[config.mk]
export PLATFORM = sky130hd
export DESIGN_NAME = ram_req_tracker
export DESIGN_NICKNAME = d
export VERILOG_FILES = /design/src/rtl/ram_noc_pkg.sv /design/src/rtl/ts_fifo.sv /design/src/rtl/ram_req_tracker.sv
export SDC_FILE = /design/constraint.sdc
export NUM_CORES = 1
export LEC_CHECK = 0
export CAP_MARGIN = 0
export CORE_MARGIN = 5
export CORE_UTILIZATION = 53
export DETAILED_ROUTE_END_ITERATION = 12
export GPL_ROUTABILITY_DRIVEN = 0
export PLACE_DENSITY_LB_ADDON = 0.25
export RECOVER_POWER = 25
export SYNTH_ARGS = -nofsm -noshare
export SYNTH_HDL_FRONTEND = slang
export SYNTH_SLANG_ARGS = --single-unit
[constraint.sdc]
create_clock -name clk -period 6.5 [get_ports clk]
set_input_delay 0.65 -clock clk [delete_from_list [all_inputs] [get_ports clk]]
set_output_delay 0.65 -clock clk [all_outputs]
set_load 0.02 [all_outputs]
[src/rtl/ram_noc_pkg.sv]
// Field layout helpers shared by the RAM request/response path.
// Request {wr, rd, src, addr, data}; response {src, data}.
package ram_noc_pkg;

  function automatic int packed_in_w(int w, int aw, int naw);
    return w + aw + naw + 2;
  endfunction

  function automatic int packed_out_w(int w, int naw);
    return w + naw;
  endfunction

  function automatic int rd_pos(int w, int aw, int naw);
    return w + aw + naw;
  endfunction

  function automatic int wr_pos(int w, int aw, int naw);
    return w + aw + naw + 1;
  endfunction

  function automatic int req_src_lsb(int w, int aw);
    return w + aw;
  endfunction

  function automatic int req_addr_lsb(int w);
    return w;
  endfunction

  function automatic int rsp_src_lsb(int w);
    return w;
  endfunction

endpackage

[src/rtl/ts_fifo.sv]
// Timestamp FIFO holding issue times of outstanding reads.
// Push into a full FIFO or pop from an empty one is ignored.
module ts_fifo #(
  parameter int WIDTH = 16,
  parameter int DEPTH = 4,
  localparam int PW = $clog2(DEPTH),
  localparam int CW = PW + 1
) (
  input  logic             clk,
  input  logic             rst,
  input  logic             push_i,
  input  logic             pop_i,
  input  logic [WIDTH-1:0] din_i,
  output logic [WIDTH-1:0] dout_o,
  output logic [CW-1:0]    count_o,
  output logic             full_o,
  output logic             empty_o
);

  logic [WIDTH-1:0] mem_q [DEPTH];
  logic [PW-1:0]    wptr_q;
  logic [PW-1:0]    rptr_q;
  logic [CW-1:0]    count_q;
  logic             do_push;
  logic             do_pop;

  assign full_o  = count_q == CW'(DEPTH);
  assign empty_o = count_q == '0;
  assign count_o = count_q;
  assign dout_o  = mem_q[rptr_q];
  assign do_push = push_i & ~full_o;
  assign do_pop  = pop_i & ~empty_o;

  always_ff @(posedge clk) begin
    if (do_push) mem_q[wptr_q] <= din_i;
  end

  always_ff @(posedge clk or posedge rst) begin
    if (rst) begin
      wptr_q  <= '0;
      rptr_q  <= '0;
      count_q <= '0;
    end else begin
      if (do_push) wptr_q <= wptr_q + PW'(1);
      if (do_pop) rptr_q <= rptr_q + PW'(1);
      count_q <= count_q + CW'(do_push) - CW'(do_pop);
    end
  end

endmodule

[src/rtl/ram_req_tracker.sv]
// Per-client read limiter: caps outstanding RAM reads, matches
// responses in order and collects latency/status statistics.
module ram_req_tracker
  import ram_noc_pkg::*;
#(
  parameter int WIDTH      = 8,
  parameter int ADDR_WIDTH = 7,
  parameter int N          = 16,
  parameter int NODE       = 0,
  parameter int MAX_OUT    = 4,
  parameter int TS_WIDTH   = 16,
  parameter int CNT_WIDTH  = 32,
  localparam int NAW  = $clog2(N),
  localparam int PIN  = packed_in_w(WIDTH, ADDR_WIDTH, NAW),
  localparam int POUT = packed_out_w(WIDTH, NAW),
  localparam int OW   = $clog2(MAX_OUT) + 1
) (
  input  logic                 clk,
  input  logic                 rst,
  input  logic [PIN-1:0]       s_packed_in,
  input  logic [NAW-1:0]       s_dest_in,
  input  logic                 s_valid_in,
  output logic                 s_ready_out,
  output logic [PIN-1:0]       m_packed_out,
  output logic [NAW-1:0]       m_dest_out,
  output logic                 m_valid_out,
  input  logic                 m_ready_in,
  input  logic [POUT-1:0]      r_packed_in,
  input  logic                 r_valid_in,
  output logic                 r_ready_out,
  output logic [POUT-1:0]      c_packed_out,
  output logic                 c_valid_out,
  input  logic                 c_ready_in,
  output logic [OW-1:0]        rd_outstanding,
  output logic [CNT_WIDTH-1:0] rd_issued,
  output logic [CNT_WIDTH-1:0] wr_issued,
  output logic [CNT_WIDTH-1:0] rsp_count,
  output logic [TS_WIDTH-1:0]  lat_last,
  output logic [TS_WIDTH-1:0]  lat_max,
  output logic [CNT_WIDTH-1:0] lat_sum,
  output logic                 err_unexpected,
  output logic                 err_src
);

  localparam int RDB = rd_pos(WIDTH, ADDR_WIDTH, NAW);
  localparam int WRB = wr_pos(WIDTH, ADDR_WIDTH, NAW);
  localparam int SRB = rsp_src_lsb(WIDTH);
  localparam int SW  = CNT_WIDTH + 1;

  logic                 is_rd, is_wr, blk;
  logic                 rd_fire, wr_fire, rsp_fire, match;
  logic                 full, empty, src_bad;
  logic [TS_WIDTH-1:0]  ts_q, stamp, lat;
  logic [SW-1:0]        sum_ext;

  logic [CNT_WIDTH-1:0] rd_iss_q, rd_iss_d;
  logic [CNT_WIDTH-1:0] wr_iss_q, wr_iss_d;
  logic [CNT_WIDTH-1:0] rsp_q, rsp_d;
  logic [CNT_WIDTH-1:0] sum_q, sum_d;
  logic [TS_WIDTH-1:0]  last_q, last_d;
  logic [TS_WIDTH-1:0]  max_q, max_d;
  logic                 eu_q, eu_d;
  logic                 es_q, es_d;

  // rd=wr=1 is treated as a read; only pure writes count as writes
  assign is_rd = s_packed_in[RDB];
  assign is_wr = s_packed_in[WRB] & ~is_rd;
  assign blk   = is_rd & full;

  assign m_packed_out = s_packed_in;
  assign m_dest_out   = s_dest_in;
  assign m_valid_out  = s_valid_in & ~blk;
  assign s_ready_out  = m_ready_in & ~blk;

  assign c_packed_out = r_packed_in;
  assign c_valid_out  = r_valid_in;
  assign r_ready_out  = c_ready_in;

  assign rd_fire  = s_valid_in & s_ready_out & is_rd;
  assign wr_fire  = s_valid_in & s_ready_out & is_wr;
  assign rsp_fire = r_valid_in & c_ready_in;
  assign match    = rsp_fire & ~empty;
  assign src_bad  = r_packed_in[SRB +: NAW] != NAW'(NODE);
  assign lat      = ts_q - stamp;
  assign sum_ext  = {1'b0, sum_q} + SW'(lat);

  ts_fifo #(
    .WIDTH (TS_WIDTH),
    .DEPTH (MAX_OUT)
  ) u_fifo (
    .clk     (clk),
    .rst     (rst),
    .push_i  (rd_fire),
    .pop_i   (match),
    .din_i   (ts_q),
    .dout_o  (stamp),
    .count_o (rd_outstanding),
    .full_o  (full),
    .empty_o (empty)
  );

  always_comb begin
    rd_iss_d = rd_iss_q;
    wr_iss_d = wr_iss_q;
    rsp_d    = rsp_q;
    sum_d    = sum_q;
    last_d   = last_q;
    max_d    = max_q;
    eu_d     = eu_q;
    es_d     = es_q;
    if (rd_fire && !(&rd_iss_q)) rd_iss_d = rd_iss_q + CNT_WIDTH'(1);
    if (wr_fire && !(&wr_iss_q)) wr_iss_d = wr_iss_q + CNT_WIDTH'(1);
    if (rsp_fire && src_bad) es_d = 1'b1;
    if (rsp_fire && empty) eu_d = 1'b1;
    if (match) begin
      last_d = lat;
      if (lat > max_q) max_d = lat;
      sum_d = sum_ext[SW-1] ? '1 : sum_ext[CNT_WIDTH-1:0];
      if (!(&rsp_q)) rsp_d = rsp_q + CNT_WIDTH'(1);
    end
  end

  always_ff @(posedge clk or posedge rst) begin
    if (rst) begin
      ts_q     <= '0;
      rd_iss_q <= '0;
      wr_iss_q <= '0;
      rsp_q    <= '0;
      sum_q    <= '0;
      last_q   <= '0;
      max_q    <= '0;
      eu_q     <= 1'b0;
      es_q     <= 1'b0;
    end else begin
      ts_q     <= ts_q + TS_WIDTH'(1);
      rd_iss_q <= rd_iss_d;
      wr_iss_q <= wr_iss_d;
      rsp_q    <= rsp_d;
      sum_q    <= sum_d;
      last_q   <= last_d;
      max_q    <= max_d;
      eu_q     <= eu_d;
      es_q     <= es_d;
    end
  end

  assign rd_issued      = rd_iss_q;
  assign wr_issued      = wr_iss_q;
  assign rsp_count      = rsp_q;
  assign lat_sum        = sum_q;
  assign lat_last       = last_q;
  assign lat_max        = max_q;
  assign err_unexpected = eu_q;
  assign err_src        = es_q;

endmodule
==> results of run 1 <==
## per-stage QoR
stage               setup WS, ns  area, µm²
floorplan                  0.821      12700
global placement            1.25      14600
detailed placement          1.11      14600
CTS                         1.06      15600
global route               0.430      15600
finish                      1.10      15600
## power groups by stage
stage	Combinational (µW)	Sequential, µW	Clock (µW)
2_1_floorplan	2150	2310	0
3_3_place_gp	3230	2150	0
3_5_place_dp	3310	2150	0
4_1_cts	3330	2130	1660
5_1_grt	3700	2170	1730
6_report	3330	2120	1620
## layout make-up
type                       count  area [µm²]  area share, %
sequential                   249        6550           42.1
inverter                      58         218           1.40
tap                          319         399           2.56
clock inverter                16         209           1.34
timing repair buffer         189        1880           12.1
multi-input combinational    767        5570           35.8
clock buffer                  34         744           4.78
## worst max-delay path: cells and delay by family (launching register included)
kind	cells	cell delay (ns)
AND/OR/NAND/NOR	4	0.73
flip-flops	1	0.87
XOR/XNOR	1	0.22
buffers and inverters	1	0.11
adder cells (fa/ha/maj)	2	0.59
multiplexers	2	0.86
AO/OA/AOI/OAI	7	1.92
## metal layers
layer	GRT usage (%)	vias up	part of all wire [%]
li1	-	4305	-
met1	29.6	4379	44
met2	34.3	292	47
met3	3.99	54	6.5
met4	5.71	0	2.4
met5	0	-	0
## cells in the mapped netlist, types with 13 or more instances
library cell,count,share of area (%)
inv_1,57,1.7
nand4_1,34,1.7
o21ai_0,22,0.87
nand3_1,51,2.0
buf_4,39,2.3
ha_1,58,5.7
mux4_2,16,2.8
a21oi_1,48,1.9
nor2_1,64,1.9
and3_1,28,1.4
and2_1,13,0.64
nor3_1,23,0.91
a31oi_1,19,0.93
edfxtp_1,64,15
xnor2_1,92,6.3
dfrtp_1,185,36
nand2_1,110,3.2
mux2_2,27,2.4
xor2_1,48,3.3
## cells in the final DEF (no fill, tap or decap), drive strengths merged, types with 36 or more instances in the layout
cell           instances
dfrtp                185
clkdlybuf4s50        184
nand2                110
xnor2                 92
nor2                  67
edfxtp                64
inv                   59
ha                    58
nand3                 51
a21oi                 49
xor2                  48
nand4                 36
## worst paths after layout
| kind | from | to | slack [ns] | cells past startpoint |
|---|---|---|---|---|
| min in group asynchronous | rst | rsp_count[5] | 2.32 | 2 |
| max in group asynchronous | rst | lat_sum[1] | 1.60 | 3 |
| setup / recovery | u_fifo.rptr_q[0] | lat_sum[25] | 1.10 | 17 |
| hold / removal | lat_last[8] | lat_last[8] | 0.47 | 2 |
| setup reg to reg | u_fifo.rptr_q[0] | lat_sum[25] | 1.10 | 17 |
| hold reg to reg | lat_last[8] | lat_last[8] | 0.47 | 2 |
## state kept, by name, indices dropped and copies added, names as in the netlist
signal          count
u_fifo.mem_q       64
rsp_count          32
err_src             1
rd_issued          32
err_unexpected      1
u_fifo.wptr_q       2
ts_q               16
u_fifo.count_o      3
lat_sum            32
wr_issued          32
lat_max            16
lat_last           16
u_fifo.rptr_q       2
## cell families after synthesis
group / after synthesis / share of synthesized area, %
fa+ha+maj: 61 / 6.18
mux: 45 / 5.42
flops: 249 / 51.5
simple gates: 377 / 15.2
compound gates: 144 / 7.31
buf+inv: 118 / 4.69
xor+xnor: 140 / 9.64
==> summary.txt, run 1 <==
Power and ir drop
  • Comb pwr share: 47.1%
  • Max VDD drop: 0.279 mV
  • Net Sw Power: 2740 µW
  • Leakage dissipation: 0.00672 µW
  • PwrDens: 454 nW/µm²
  • Net Sw Frac: 38.7%
  • Pwr Total: 7080 µW
  • Clock network fraction of total power: 22.9%
  • Cell internal pwr: 4340 µW
  • Register share of total power: 30.0%

Finish
  • Layout Nets: 1396
  • Antenna diodes: 0
  • Fill count: 1835
  • Fin cells: 1632
  • Finished Core Util: 66.2%
  • Layout area overhead: 22.5%
  • Proportion of layout cells with a drive suffix above 1: 8.76%

Yosys
  • Net Count, Synth: 1238
  • Async S/R FF share, synth: 74.3%
  • Yosys warning total: 0
  • Syn Area/Cell: 11.2 µm²
  • Sequential fraction of the synthesis area: 51.5%
  • Number of synthesized flops with an enable pin: 64
  • FF+latch count, synth: 249
  • Synthesized area: 12700 µm²
  • Distinct cell type count after synthesis: 69
  • Post-Syn Instances: 1134
  • Main synth FF type: dfrtp_1

Clock network
  • Cts hold-fix bufs: 0
  • Total CTS buffers: 27
  • Clock buffer depth: 3
  • CTS Root Cell: clkbuf_16
  • Clock sink count: 249
  • Clk slew on worst S/H paths: 0.06 ns
  • Insertion delay to the later sink of the worst-skew pair: 0.53 ns
  • CTS H-Tree Depth: 1
  • Resized cells post-CTS: 0
  • Post-CTS Setup Inserts: 0
  • TritonCTS clock tree: done

Placed design
  • Dpl cells: 1582
  • DP Wirelength: 20400 µm
  • PortBufs: 186

Setup path
  • Max stage delay on crit path: 0.87 ns
  • Crit path DAT: 5.81 ns
  • Crit end category: flip-flop
  • Slowest CP cell: dfrtp_1
  • Crit Path Class: reg -> reg
  • Worst Setup Start Kind: flip-flop
  • WP data required: 6.91 ns
  • Most frequent CP cell: nand2_1
  • Critical Path, Cell by Cell: mux4_2, inv_1, ha_1, nor2b_1, o31ai_1, nand2_1, a21o_1, a21oi_1, xnor2_1, ha_1, a2111oi_0, o21ai_0, a31oi_2, a21oi_2, nand2_1, nand2_1, mux2_2
  • CP Max Fanout: 13

STA
  • Worst slew pin tran: 4.55 ns
  • RSZ-0062 raised after global routing: false
  • WHS: 0.470 ns
  • Final setup TNS: 0 ns
  • Slew Viols, Final: 123
  • Skew final: 0.0135 ns
  • Max_slew headroom: -204%
  • Period utilisation layout: 83.1%
  • Tmin final: 5.40 ns
  • Final setup fails: 0
  • Final hold vios: 0
  • F_max: 185 MHz

Floorplan
  • I/O pins: 249
  • Core box area: 23500 µm²
  • Chip Height: 165 µm
  • Die Span X: 165 µm
  • Starting Density: 54.0%
  • DIE AREA: 27200 µm²
  • Row Count: 56

Status
  • Failing checks: max-capacitance violations, max-slew violations
  • Status: complete, but fails checks

Routing
  • Detailed Routing Iterations Pass 1: 5
  • 1st-iter DRT viols: 622
  • Avg WL per Cell: 17.4 µm
  • Detailed-route via count: 9030
  • Via density: 5.53
  • Drt drc: 0
  • DRT Wirelength: 28500 µm
  • Post-route ant nets: 0

Global route
  • First-pass GRT wire length: 46800 µm
  • GRT Resource Usage Total: 21.2%
  • Total grt overflow: 0
  • Vias in the first global route: 9082
  • Antenna violations before repair: 0
  • Largest net degree at the start of global routing: 123

Flow run
  • Max-Cap Viols: 1

Min path
  • HP Class: reg -> reg
Power figures use the tool's default switching activity.
==> run 2: changes to the inputs <==
Settings changed: CORE_UTILIZATION 53 to 47.
Clock period 6.5 ns to 4.9 ns, I/O delays scaled along.
==> run 2 against run 1 <==
Against the previous run: the run still ends with max-capacitance violations, max-slew violations left; non-clock buffer count increased by 25; maximum frequency rose by 14%; design area up 1.5%; largest cell class unchanged.
==> summary.txt, run 2 (synthesis results as in run 1) <==
Clock network
  • Clock buffer depth: 3
  • CTS Root Cell: clkbuf_16
  • TritonCTS clock tree: done
  • Total CTS buffers: 28
  • Cts hold-fix bufs: 0
  • Insertion delay to the later sink of the worst-skew pair: 0.54 ns
  • CTS H-Tree Depth: 1
  • Clock sink count: 249
  • Clk slew on worst S/H paths: 0.06 ns

Global route
  • First-pass GRT wire length: 48500 µm
  • Total grt overflow: 0
  • Antenna violations before repair: 0
  • Vias in the first global route: 9275
  • GRT Resource Usage Total: 19.1%
  • Largest net degree at the start of global routing: 97

Finish
  • Commonest non-fill, non-tap cell in the layout: dfrtp_1
  • Fin cells: 1681
  • Proportion of layout cells with a drive suffix above 1: 11.3%
  • Fill count: 2217
  • Commonest non-fill, non-tap cells in the layout: dfrtp_1, clkdlybuf4s50_1, nand2_1
  • Antenna diodes: 0
  • Most flops, register: u_fifo.mem_q
  • Finished Core Util: 59.0%
  • Number of flip-flops in the largest register: 64
  • Layout area overhead: 24.3%
  • Layout Nets: 1422

STA
  • Worst slew pin tran: 2.37 ns
  • Tmin final: 4.72 ns
  • Period utilisation layout: 96.3%
  • Slew Viols, Final: 97
  • Max_slew headroom: -58.1%
  • F_max: 212 MHz
  • Final setup fails: 0
  • WHS: 0.471 ns
  • Final hold vios: 0
  • Skew final: 0.0112 ns
  • Final setup TNS: 0 ns

Setup path
  • Crit Path Class: reg -> reg
  • Crit end category: flip-flop
  • WP data required: 5.32 ns
  • Crit path DAT: 5.14 ns
  • Worst Setup Start Kind: flip-flop
  • CP Max Fanout: 6

Placed design
  • DP Wirelength: 21500 µm
  • Dpl cells: 1622
  • PortBufs: 186

Power and ir drop
  • PwrDens: 614 nW/µm²
  • Comb pwr share: 50.9%
  • Cell internal pwr: 5850 µW
  • Net Sw Frac: 39.8%
  • Clock network fraction of total power: 20.5%
  • Register share of total power: 28.7%
  • Net Sw Power: 3860 µW
  • Max VDD drop: 0.286 mV
  • Leakage dissipation: 0.00681 µW
  • Pwr Total: 9710 µW

Routing
  • Detailed Routing Iterations Pass 1: 5
  • Post-route ant nets: 0
  • Avg WL per Cell: 17.6 µm
  • Drt drc: 0
  • Detailed-route via count: 9126
  • 1st-iter DRT viols: 522
  • DRT Wirelength: 29700 µm
  • Via density: 5.43

Status
  • Status: complete, but fails checks
  • Failing checks: max-capacitance violations, max-slew violations

Floorplan
  • Core box area: 26800 µm²
  • Row Count: 60
  • Starting Density: 47.4%
  • I/O pins: 249
  • Die Span X: 174 µm
  • Chip Height: 174 µm
  • DIE AREA: 30400 µm²

Min path
  • HP Class: reg -> reg

Flow run
  • Max-Cap Viols: 2
-- run 2: cell count changes in the layout (fill, tap and decap cells not counted), moves of 3 or more --
| cell | change |
|---|---|
| a211oi_1 | -3 |
| bufinv_16 | -3 |
| buf_4 | +23 |
| clkinvlp_4 | +3 |
| clkinv_1 | +4 |
| a21oi_1 | -3 |
-- run 2: critical path, stage by stage, from the launching register on --
cell       delay (ns)
dfrtp_1          0.41
buf_4            0.16
mux4_2           0.49
inv_1            0.07
ha_1             0.29
o211a_1          0.26
o31ai_2          0.10
nand2_1          0.15
a21o_1           0.20
a21oi_1          0.17
xnor2_1          0.18
ha_1             0.35
a2111oi_1        0.51
o21ai_1          0.24
a31oi_4          0.30
a21oi_4          0.12
and2_1           0.21
nand3_1          0.09
mux2_2           0.32
-- run 2: timing repair --
action                                  CTS  global route
buffers inserted                          0             7
endpoints found under the setup margin    0            46
gates resized for setup                   0            19
-- run 2: power by group through the flow --
stage	Combinational, µW	Clock (µW)	Sequential [µW]
5_1_grt	5400	2140	2830
3_3_place_gp	4510	0	2810
2_1_floorplan	2860	0	3070
3_5_place_dp	4600	0	2810
4_1_cts	4620	2040	2780
6_report	4940	1990	2780
-- run 2: cell type report --
| type | instances | area [µm²] | share of cell area, % |
|---|---|---|---|
| clock inverter | 19 | 163 | 1.03 |
| sequential | 249 | 6550 | 41.5 |
| clock buffer | 33 | 719 | 4.55 |
| tap | 341 | 427 | 2.70 |
| inverter | 58 | 219 | 1.39 |
| multi-input combinational | 767 | 5650 | 35.8 |
| timing repair buffer | 214 | 2070 | 13.1 |
-- run 2: worst paths after layout --
check,startpoint,end,slack (ns),depth (start not counted)
max,u_fifo.rptr_q[0],lat_sum[20],0.18,18
min,lat_last[9],lat_last[9],0.47,2
max reg2reg,u_fifo.rptr_q[0],lat_sum[20],0.18,18
min reg2reg,lat_last[9],lat_last[9],0.47,2
max in group asynchronous,rst,lat_last[0],1.26,3
min in group asynchronous,rst,err_src,0.74,2
-- run 2: metrics by stage --
step                      instance area (µm²)  worst slack [ns]
after floorplan                         12700             0.122
after global placement                  14800             0.153
after detailed placement                14800            0.0289
after CTS                               15700           0.00878
after global routing                    15800           -0.0273
final                                   15800             0.179
-- run 2: routing by layer --
metal / global-route usage [%] / part of all wire (%) / routed length (µm)
met1: 26.0 / 44 / 13000
met2: 31.2 / 48 / 14200
met3: 3.85 / 6.3 / 1870
met4: 5.51 / 2.2 / 647
met5: 0 / 0 / 0
